[config.mk]
export PLATFORM = sky130hd
export DESIGN_NAME = mdr_mem_if
export DESIGN_NICKNAME = d
export VERILOG_FILES = /design/src/rtl/mdr_mem_if.sv
export SDC_FILE = /design/constraint.sdc
export NUM_CORES = 1
export LEC_CHECK = 0
export ABC_AREA = 1
export CELL_PAD_IN_SITES_DETAIL_PLACEMENT = 1
export CELL_PAD_IN_SITES_GLOBAL_PLACEMENT = 1
export CORE_UTILIZATION = 34
export CTS_BUF_LIST = sky130_fd_sc_hd__clkbuf_4
export DETAILED_ROUTE_END_ITERATION = 10
export PLACE_DENSITY_LB_ADDON = 0.3
export SLEW_MARGIN = 20
export SYNTH_ARGS = -nofsm -noshare
export SYNTH_HDL_FRONTEND = slang
export SYNTH_SLANG_ARGS = --single-unit
export TNS_END_PERCENT = 20
[constraint.sdc]
create_clock -name clk -period 3.45 [get_ports clk]
set_clock_uncertainty 0.1 [all_clocks]
set_input_delay 0.8625 -clock clk [delete_from_list [all_inputs] [get_ports clk]]
set_output_delay 0.8625 -clock clk [all_outputs]
set_load 0.01 [all_outputs]
[src/rtl/mdr_mem_if.sv]
// Memory data register with a request/acknowledge memory engine.
// Handles byte/half/full accesses with lane extraction, extension, replication and a wait timeout.
module mdr_mem_if #(
   parameter int DATA_WIDTH = 32,
   parameter int TIMEOUT    = 15,
   localparam int NB        = DATA_WIDTH / 8,
   localparam int OW        = $clog2(NB)
) (
   input  logic                  clk,
   input  logic                  reset,
   input  logic                  mdr_in,
   input  logic [DATA_WIDTH-1:0] bus_mux_out,
   input  logic                  mem_read,
   input  logic                  mem_write,
   input  logic [1:0]            size,
   input  logic                  sign_ext,
   input  logic [OW-1:0]         addr_ofs,
   input  logic [DATA_WIDTH-1:0] m_data_in,
   input  logic                  m_ack,
   output logic                  m_req,
   output logic                  m_we,
   output logic [NB-1:0]         m_be,
   output logic [DATA_WIDTH-1:0] m_data_out,
   output logic                  busy,
   output logic                  done,
   output logic                  err,
   output logic [DATA_WIDTH-1:0] mdr_output
);

   localparam logic [1:0] IDLE = 2'd0;
   localparam logic [1:0] RD   = 2'd1;
   localparam logic [1:0] WR   = 2'd2;

   localparam int CW = (TIMEOUT < 2) ? 1 : $clog2(TIMEOUT);
   localparam logic [CW-1:0] LAST_WAIT = CW'(TIMEOUT - 1);

   localparam logic [NB-1:0]         ONE_LANE  = NB'(1);
   localparam logic [NB-1:0]         TWO_LANE  = NB'(3);
   localparam logic [DATA_WIDTH-1:0] BYTE_MASK = DATA_WIDTH'(8'hFF);
   localparam logic [DATA_WIDTH-1:0] HALF_MASK = DATA_WIDTH'(16'hFFFF);

   logic [1:0]            state;
   logic [DATA_WIDTH-1:0] mdr;
   logic [1:0]            lat_size;
   logic                  lat_sext;
   logic [OW-1:0]         lat_ofs;
   logic [CW-1:0]         wait_cnt;

   logic                  start;
   logic                  reject;
   logic [NB-1:0]         start_be;
   logic [DATA_WIDTH-1:0] wr_data;
   logic [DATA_WIDTH-1:0] rd_shift;
   logic [DATA_WIDTH-1:0] rd_val;

   assign busy       = (state != IDLE);
   assign mdr_output = mdr;
   assign start      = mem_read | mem_write;

   assign reject = (mem_read & mem_write)
                 | (size == 2'b11)
                 | ((size == 2'b01) & addr_ofs[0])
                 | ((size == 2'b10) & (addr_ofs != '0));

   always_comb begin
      start_be = '1;
      wr_data  = mdr;
      case (size)
         2'b00: begin
            start_be = ONE_LANE << addr_ofs;
            wr_data  = {NB{mdr[7:0]}};
         end
         2'b01: begin
            start_be = TWO_LANE << addr_ofs;
            wr_data  = {(DATA_WIDTH/16){mdr[15:0]}};
         end
         default: begin
            start_be = '1;
            wr_data  = mdr;
         end
      endcase
   end

   // Shift the addressed lane down to bit 0, then mask and fill the upper bits
   assign rd_shift = m_data_in >> {lat_ofs, 3'b000};

   always_comb begin
      rd_val = rd_shift;
      case (lat_size)
         2'b00:   rd_val = (rd_shift & BYTE_MASK)
                         | ({DATA_WIDTH{lat_sext & rd_shift[7]}} & ~BYTE_MASK);
         2'b01:   rd_val = (rd_shift & HALF_MASK)
                         | ({DATA_WIDTH{lat_sext & rd_shift[15]}} & ~HALF_MASK);
         default: rd_val = rd_shift;
      endcase
   end

   always_ff @(posedge clk or posedge reset) begin
      if (reset) begin
         state      <= IDLE;
         mdr        <= '0;
         lat_size   <= '0;
         lat_sext   <= 1'b0;
         lat_ofs    <= '0;
         wait_cnt   <= '0;
         m_req      <= 1'b0;
         m_we       <= 1'b0;
         m_be       <= '0;
         m_data_out <= '0;
         done       <= 1'b0;
         err        <= 1'b0;
      end else begin
         done <= 1'b0;
         err  <= 1'b0;
         case (state)
            IDLE: begin
               if (start) begin
                  if (reject) begin
                     err <= 1'b1;
                  end else begin
                     state      <= mem_write ? WR : RD;
                     lat_size   <= size;
                     lat_sext   <= sign_ext;
                     lat_ofs    <= addr_ofs;
                     wait_cnt   <= '0;
                     m_req      <= 1'b1;
                     m_we       <= mem_write;
                     m_be       <= start_be;
                     m_data_out <= mem_write ? wr_data : '0;
                  end
               end else if (mdr_in) begin
                  mdr <= bus_mux_out;
               end
            end
            RD, WR: begin
               // Acknowledge in the final permitted cycle still completes normally
               if (m_ack || (wait_cnt == LAST_WAIT)) begin
                  state      <= IDLE;
                  m_req      <= 1'b0;
                  m_we       <= 1'b0;
                  m_be       <= '0;
                  m_data_out <= '0;
                  if (m_ack) begin
                     done <= 1'b1;
                     if (state == RD) mdr <= rd_val;
                  end else begin
                     err <= 1'b1;
                  end
               end else begin
                  wait_cnt <= wait_cnt + 1'b1;
               end
            end
            default: state <= IDLE;
         endcase
      end
   end

endmodule

; ---- Word level (Yosys, flattened, before mapping)
; Cells that the tools add are included.
[word_totals]
out_inout_bits = 73
regBits = 83
in_bits = 75
[classes]
addsub = 1
bitwise = 12
muxes = 42
reduce_logical = 13
n_shift = 3
n_eq_ne = 15
[op_table]
columns = cell, count
row1 = 32-bit 2-to-1 mux, 9
row2 = 32-bit one-hot mux with 2 select lines, 4
row3 = 16-bit by 32-bit bitwise OR with 32-bit output, 1
row4 = 8-bit by 32-bit bitwise OR with 32-bit output, 1
row5 = 32-bit by 5-bit >> shifter with 32-bit output, 1
row6 = 4-bit 2-to-1 mux, 6
row7 = 4-bit one-hot mux with 2 select lines, 3
row8 = "2-bit != test, second input constant", 8
row9 = 1-bit 2-to-1 mux, 12
row10 = 2-bit 2-to-1 mux, 4
row11 = 4-bit AND reduction, 2
row12 = "2-bit by 1-bit == test with 1-bit output, second input constant", 3
row13 = "2-bit == test, second input constant", 3
row14 = 2-bit logical NOT, 3
row15 = 1-bit one-hot mux with 2 select lines, 3
row16 = 3-bit AND reduction, 2
row17 = 6-bit AND reduction, 1
row18 = 2-bit nonzero test, 3
row19 = 1-bit AND, 5
row20 = "4-bit by 1-bit adder with 4-bit output, second input constant", 1
row21 = "4-bit == test, second input constant", 1
row22 = 1-bit bitwise OR, 4
row23 = 2-bit one-hot mux with 2 select lines, 1
row24 = "1-bit by 2-bit << shifter with 4-bit output, first input constant", 1
row25 = other kinds (4), 4

; ---- Longest topological paths before layout
[logic_depth]
ltp_word = 8
mapped_depth = 11
ltp_nobuf = 9

; ---- Worst setup path after synthesis
; OpenSTA, ideal clock, no wires.
[synth_path]
kind = input-to-reg
start = in size[1]
end = reg m_data_out[16]
setup_time_ps = 117
arrival_ps = 1758
path_stages = 10
slack_ps = 1475
cell_sequence = buf_2 -> inv_2 -> nand3_1 -> nand3_1 -> nand2_1 -> nand3_2 -> buf_6 -> buf_6 -> nand2_1 -> nand2_1
[synth_between]
elab_chain_len = 6
elab_cells_between_ends = 16
cone_classes = 4 x eq/ne / 5 x mux / 5 x bitwise / 2 x reduce/logical
[synth_lines]
columns = element, line
row1 = from (decl), 15  ; input logic [1:0] size,
row2 = "2-bit by 1-bit == test with 1-bit output, or another cell as far along", "62, 68"
row3 = "32-bit one-hot mux with 2 select lines, or another cell as far along", 68  ; case (size)
row4 = 32-bit 2-to-1 mux / 1-bit bitwise OR (equally long branches), "129, 62"
row5 = 32-bit 2-to-1 mux / 1-bit bitwise OR (equally long branches), "118, 63"
row6 = 32-bit 2-to-1 mux / 2-bit != test (equally long branches), n/a
row7 = 32-bit one-hot mux with 2 select lines / 4-bit AND reduction (equally long branches), n/a
row8 = to (signal assigned), 129  ; m_data_out <= mem_write ? wr_data : '0;
row9 = to (decl), 23  ; output logic [DATA_WIDTH-1:0] m_data_out,
; Several ways; a longest one is shown, not always the timed one. The select of a mux whose other input is x is not followed.
; A chain may end at the register's enable or synchronous reset.

; ---- Final worst setup path
[layout_path]
start = reg state[0]
end = reg m_be[2]
[layout_between]
elab_chain_len = 4
elab_cells_between_ends = 10
cone_classes = 5 x eq/ne / 1 x mux / 4 x reduce/logical
[layout_lines]
columns = element, line
row1 = from (decl), 42  ; logic [1:0] state;
row2 = from (signal assigned), 121  ; state <= mem_write ? WR : RD;
row3 = 2-bit by 1-bit == test with 1-bit output / 2-bit == test (equally long branches), 115  ; case (state)
row4 = 2-bit OR reduction, 115
row5 = 2-bit != test (no source line) / 2-bit nonzero test (equally long branches), n/a
row6 = 4-bit AND reduction (no source line), n/a
row7 = to (signal assigned), 128  ; m_be <= start_be;
row8 = to (decl), 22  ; output logic [NB-1:0] m_be,
; Several ways; a longest one is shown, not always the timed one.

==> flow_metrics.env <==
export IMPL_status="finished with violations"
export IMPL_violations="design-rule violations"
export IMPL_clk_transition_reported_paths_ps=150
export IMPL_cp_start_kind="flop"
export IMPL_wl_met3_um=692
export IMPL_wl_per_cell_um=15.86
export IMPL_initial_core_util_pct=35.00
export IMPL_n_fill_cell=1933
export IMPL_drt_iter0_drc=372
export IMPL_drv_cap=0
export IMPL_ant_nets=0
export IMPL_die_w_um=124.8
export IMPL_post_cts_setup_buffers=0
export IMPL_synth_common_cells="nand2_1, nor2_1, dfrtp_1, nand3_1, inv_1"
export IMPL_htreeDepth=3
export IMPL_cp_end_kind="flop"
export IMPL_synth_top_area_share_pct=40.53
export IMPL_clock_sinks=83
export IMPL_overflow=0
export IMPL_vias=5415
export IMPL_grt_pass1_wl_um=28950
export IMPL_grt_antenna_before_repair=1
export IMPL_fin_crit_ps=2810
export IMPL_die_y_um=124.8
export IMPL_synth_main_ff_cell="dfrtp_1"
export IMPL_worstPathArrival_ps=3050
export IMPL_rrSetupSlack_ps=640
export IMPL_row_count=44
export IMPL_wl_met1_um=8589
export IMPL_maxSlewHeadroom_pct=35.58
export IMPL_vdd_ir_drop_max_mv=0.4431
export IMPL_path_cells="inv_1, ha_2, inv_2, nor2_2, a21oi_2, nand3_2, nand2_1, nand2_1"
export IMPL_topRoutingLayerUsed="met4"
export IMPL_rsz0062_at_grt="false"
export IMPL_finalSetupViolations=0
export IMPL_hold_viol_final=0
export IMPL_cts_hold_buf=0
export IMPL_crit_top_cell="nand2_1"
export IMPL_cp_num_buf_inv=2
export IMPL_synth_warnings=0
export IMPL_detailed_place_hpwl_um=13250
export IMPL_synth_edf_count=0
export IMPL_min_path_type="flop to flop"
export IMPL_nNetsFinal=978
export IMPL_utilization_pct=46.63
export IMPL_pre_cts_ws_ps=327.1
export IMPL_setup_slack_ps=639.6
export IMPL_tritoncts="yes"
export IMPL_syn_to_final_growth_pct=33.25
export IMPL_synthesis_area_mm2=0.005125
export IMPL_die_area_mm2=0.01557
export IMPL_met2_length_um=7725
export IMPL_core_area_mm2=0.01464
export IMPL_avgSynthCellArea_um2=6.587
export IMPL_drive_above_1_share_pct=3.987
export IMPL_grt_max_degree=59
export IMPL_power_density_mw_per_mm2=974.6
export IMPL_critical_path_class="flop to flop"
export IMPL_fmax_mhz=355.8
export IMPL_post_cts_resized=0
export IMPL_post_route_period_util_pct=81.46
export IMPL_drc=20
export IMPL_crit_required_ps=3690
export IMPL_worstPathMaxFanout=38
export IMPL_path_delay_family="simple AND/OR/NAND/NOR gates"
export IMPL_slew_violations=0
export IMPL_ys_types=28
export IMPL_worst_pin_slew_ps=962.7
export IMPL_io_pins=148
export IMPL_grt_pass1_vias=5438
export IMPL_slowest_delay_ps=610
export IMPL_synth_seq_cells=83
export IMPL_ys_seq_area_share_pct=40.53
export IMPL_cts_root_buffer="clkbuf_4"
export IMPL_p_leak_nw=3.430
export IMPL_syn_num_nets=858
export IMPL_firstDrtPassIters=8
export IMPL_synth_top_area_cell="dfrtp_1"
export IMPL_viasPerCell=4.977
export IMPL_clock_latency_ps=460
export IMPL_cpMaxStageDelayCell="nand3_2"
export IMPL_cts_made_buffers=9
export IMPL_wl_um=17260
export IMPL_port_buffer_count=147
export IMPL_netlist_top_cells_area="dfrtp_1, nand2_1, nand3_1"
export IMPL_place_congestion=0.8108
export IMPL_synthArstFlopShare_pct=100.0
export IMPL_fin_tns_setup_ps=0
export IMPL_cts_path_max_buffers=2
export IMPL_synth_most_common_cell="nand2_1"
export IMPL_grt_usage_pct=23.28
export IMPL_syn_inst=778
==> worst reg2reg max path, cell delays in order, from the launching register on <==
cell,delay (ps)
dfrtp_1,430
inv_1,100
ha_2,280
inv_2,450
nor2_2,130
a21oi_2,230
nand3_2,610
nand2_1,280
nand2_1,80
==> registers in the layout (all words and copies together) (netlist names) <==
name / cells
lat_sext: 1
m_be: 4
lat_size: 2
mdr_output: 32
m_req: 1
m_we: 1
err: 1
done: 1
lat_ofs: 2
state: 2
wait_cnt: 4
m_data_out: 32
==> cell usage in the layout, fill, tap and decap left out, drive strengths merged <==
cell type / instances
o22ai: 5
and2: 1
a31oi: 8
o211ai: 7
xor2: 1
a21oi: 15
dfrtp: 83
inv: 48
nand4: 5
clkinv: 4
xnor2: 1
nand3: 84
bufinv: 3
nand3b: 1
diode: 1
nand2: 333
clkdlybuf4s50: 147
a211oi: 8
clkbuf: 10
buf: 8
nor3: 9
nor2: 92
o21ai: 25
ha: 5
==> kinds of logic (layout without fill, tap and decap cells) <==
| kind of cell | Yosys count | count (layout) | synth area share (%) |
|---|---|---|---|
| XOR/XNOR | 2 | 2 | 0.3419 |
| flip-flops | 83 | 83 | 40.53 |
| buffers and inverters | 95 | 220 | 8.813 |
| other | 0 | 1 | 0 |
| adder cells (fa/ha/maj) | 5 | 5 | 1.221 |
| AND/OR/NAND/NOR | 525 | 525 | 41.33 |
| AO/OA/AOI/OAI | 68 | 68 | 7.764 |
==> power by group <==
group	leakage, nW	internal [W]	total, W	switching, W
registers	1.07	0.00140	0.00182	0.000416
logic	2.26	0.00158	0.00412	0.00254
clock network	0.0978	0.000371	0.000717	0.000347
total	3.43	0.00335	0.00666	0.00330
==> metal layers <==
metal  track usage, %  vias up
li1                 -     2708
met1            33.84     2533
met2            35.72      158
met3            3.265       16
met4            6.754        0
met5                0        -
==> path summary, 6_finish.rpt <==
check | start | to | depth (start not counted)
max | state[0]$_DFFE_PP0P_ | m_be[2]$_DFFE_PP0P_ | 8
min | m_data_out[12]$_DFFE_PP0P_ | m_data_out[12]$_DFFE_PP0P_ | 2
max reg2reg | state[0]$_DFFE_PP0P_ | m_be[2]$_DFFE_PP0P_ | 8
min reg2reg | m_data_out[12]$_DFFE_PP0P_ | m_data_out[12]$_DFFE_PP0P_ | 2
max in group asynchronous | reset | mdr_output[2]$_DFFE_PP0P_ | 3
min in group asynchronous | reset | m_data_out[10]$_DFFE_PP0P_ | 2
==> stage by stage <==
stage / hold WS [ps] / area [µm²] / instances / total power, W
floorplan: 358.8 / 5125 / 778 / 0.004423
global placement: 355.0 / 6648 / 1071 / 0.005857
detailed placement: 363.8 / 6648 / 1071 / 0.005968
CTS: 393.9 / 6827 / 1087 / 0.006694
global route: 429.0 / 6829 / 1088 / 0.007267
finish: 388.9 / 6829 / 1088 / 0.006655
==> layout make-up <==
cell class / count / area, µm² / share of cell area [%]
timing repair buffer: 155 / 1556 / 22.79
inverter: 49 / 185.2 / 2.712
antenna: 1 / 2.502 / 0.03664
clock inverter: 6 / 103.9 / 1.521
sequential: 83 / 2077 / 30.41
clock buffer: 10 / 75.07 / 1.099
tap: 184 / 230.2 / 3.371
multi-input combinational: 600 / 2599 / 38.05
No activity file was read; power rests on OpenSTA's default activity.
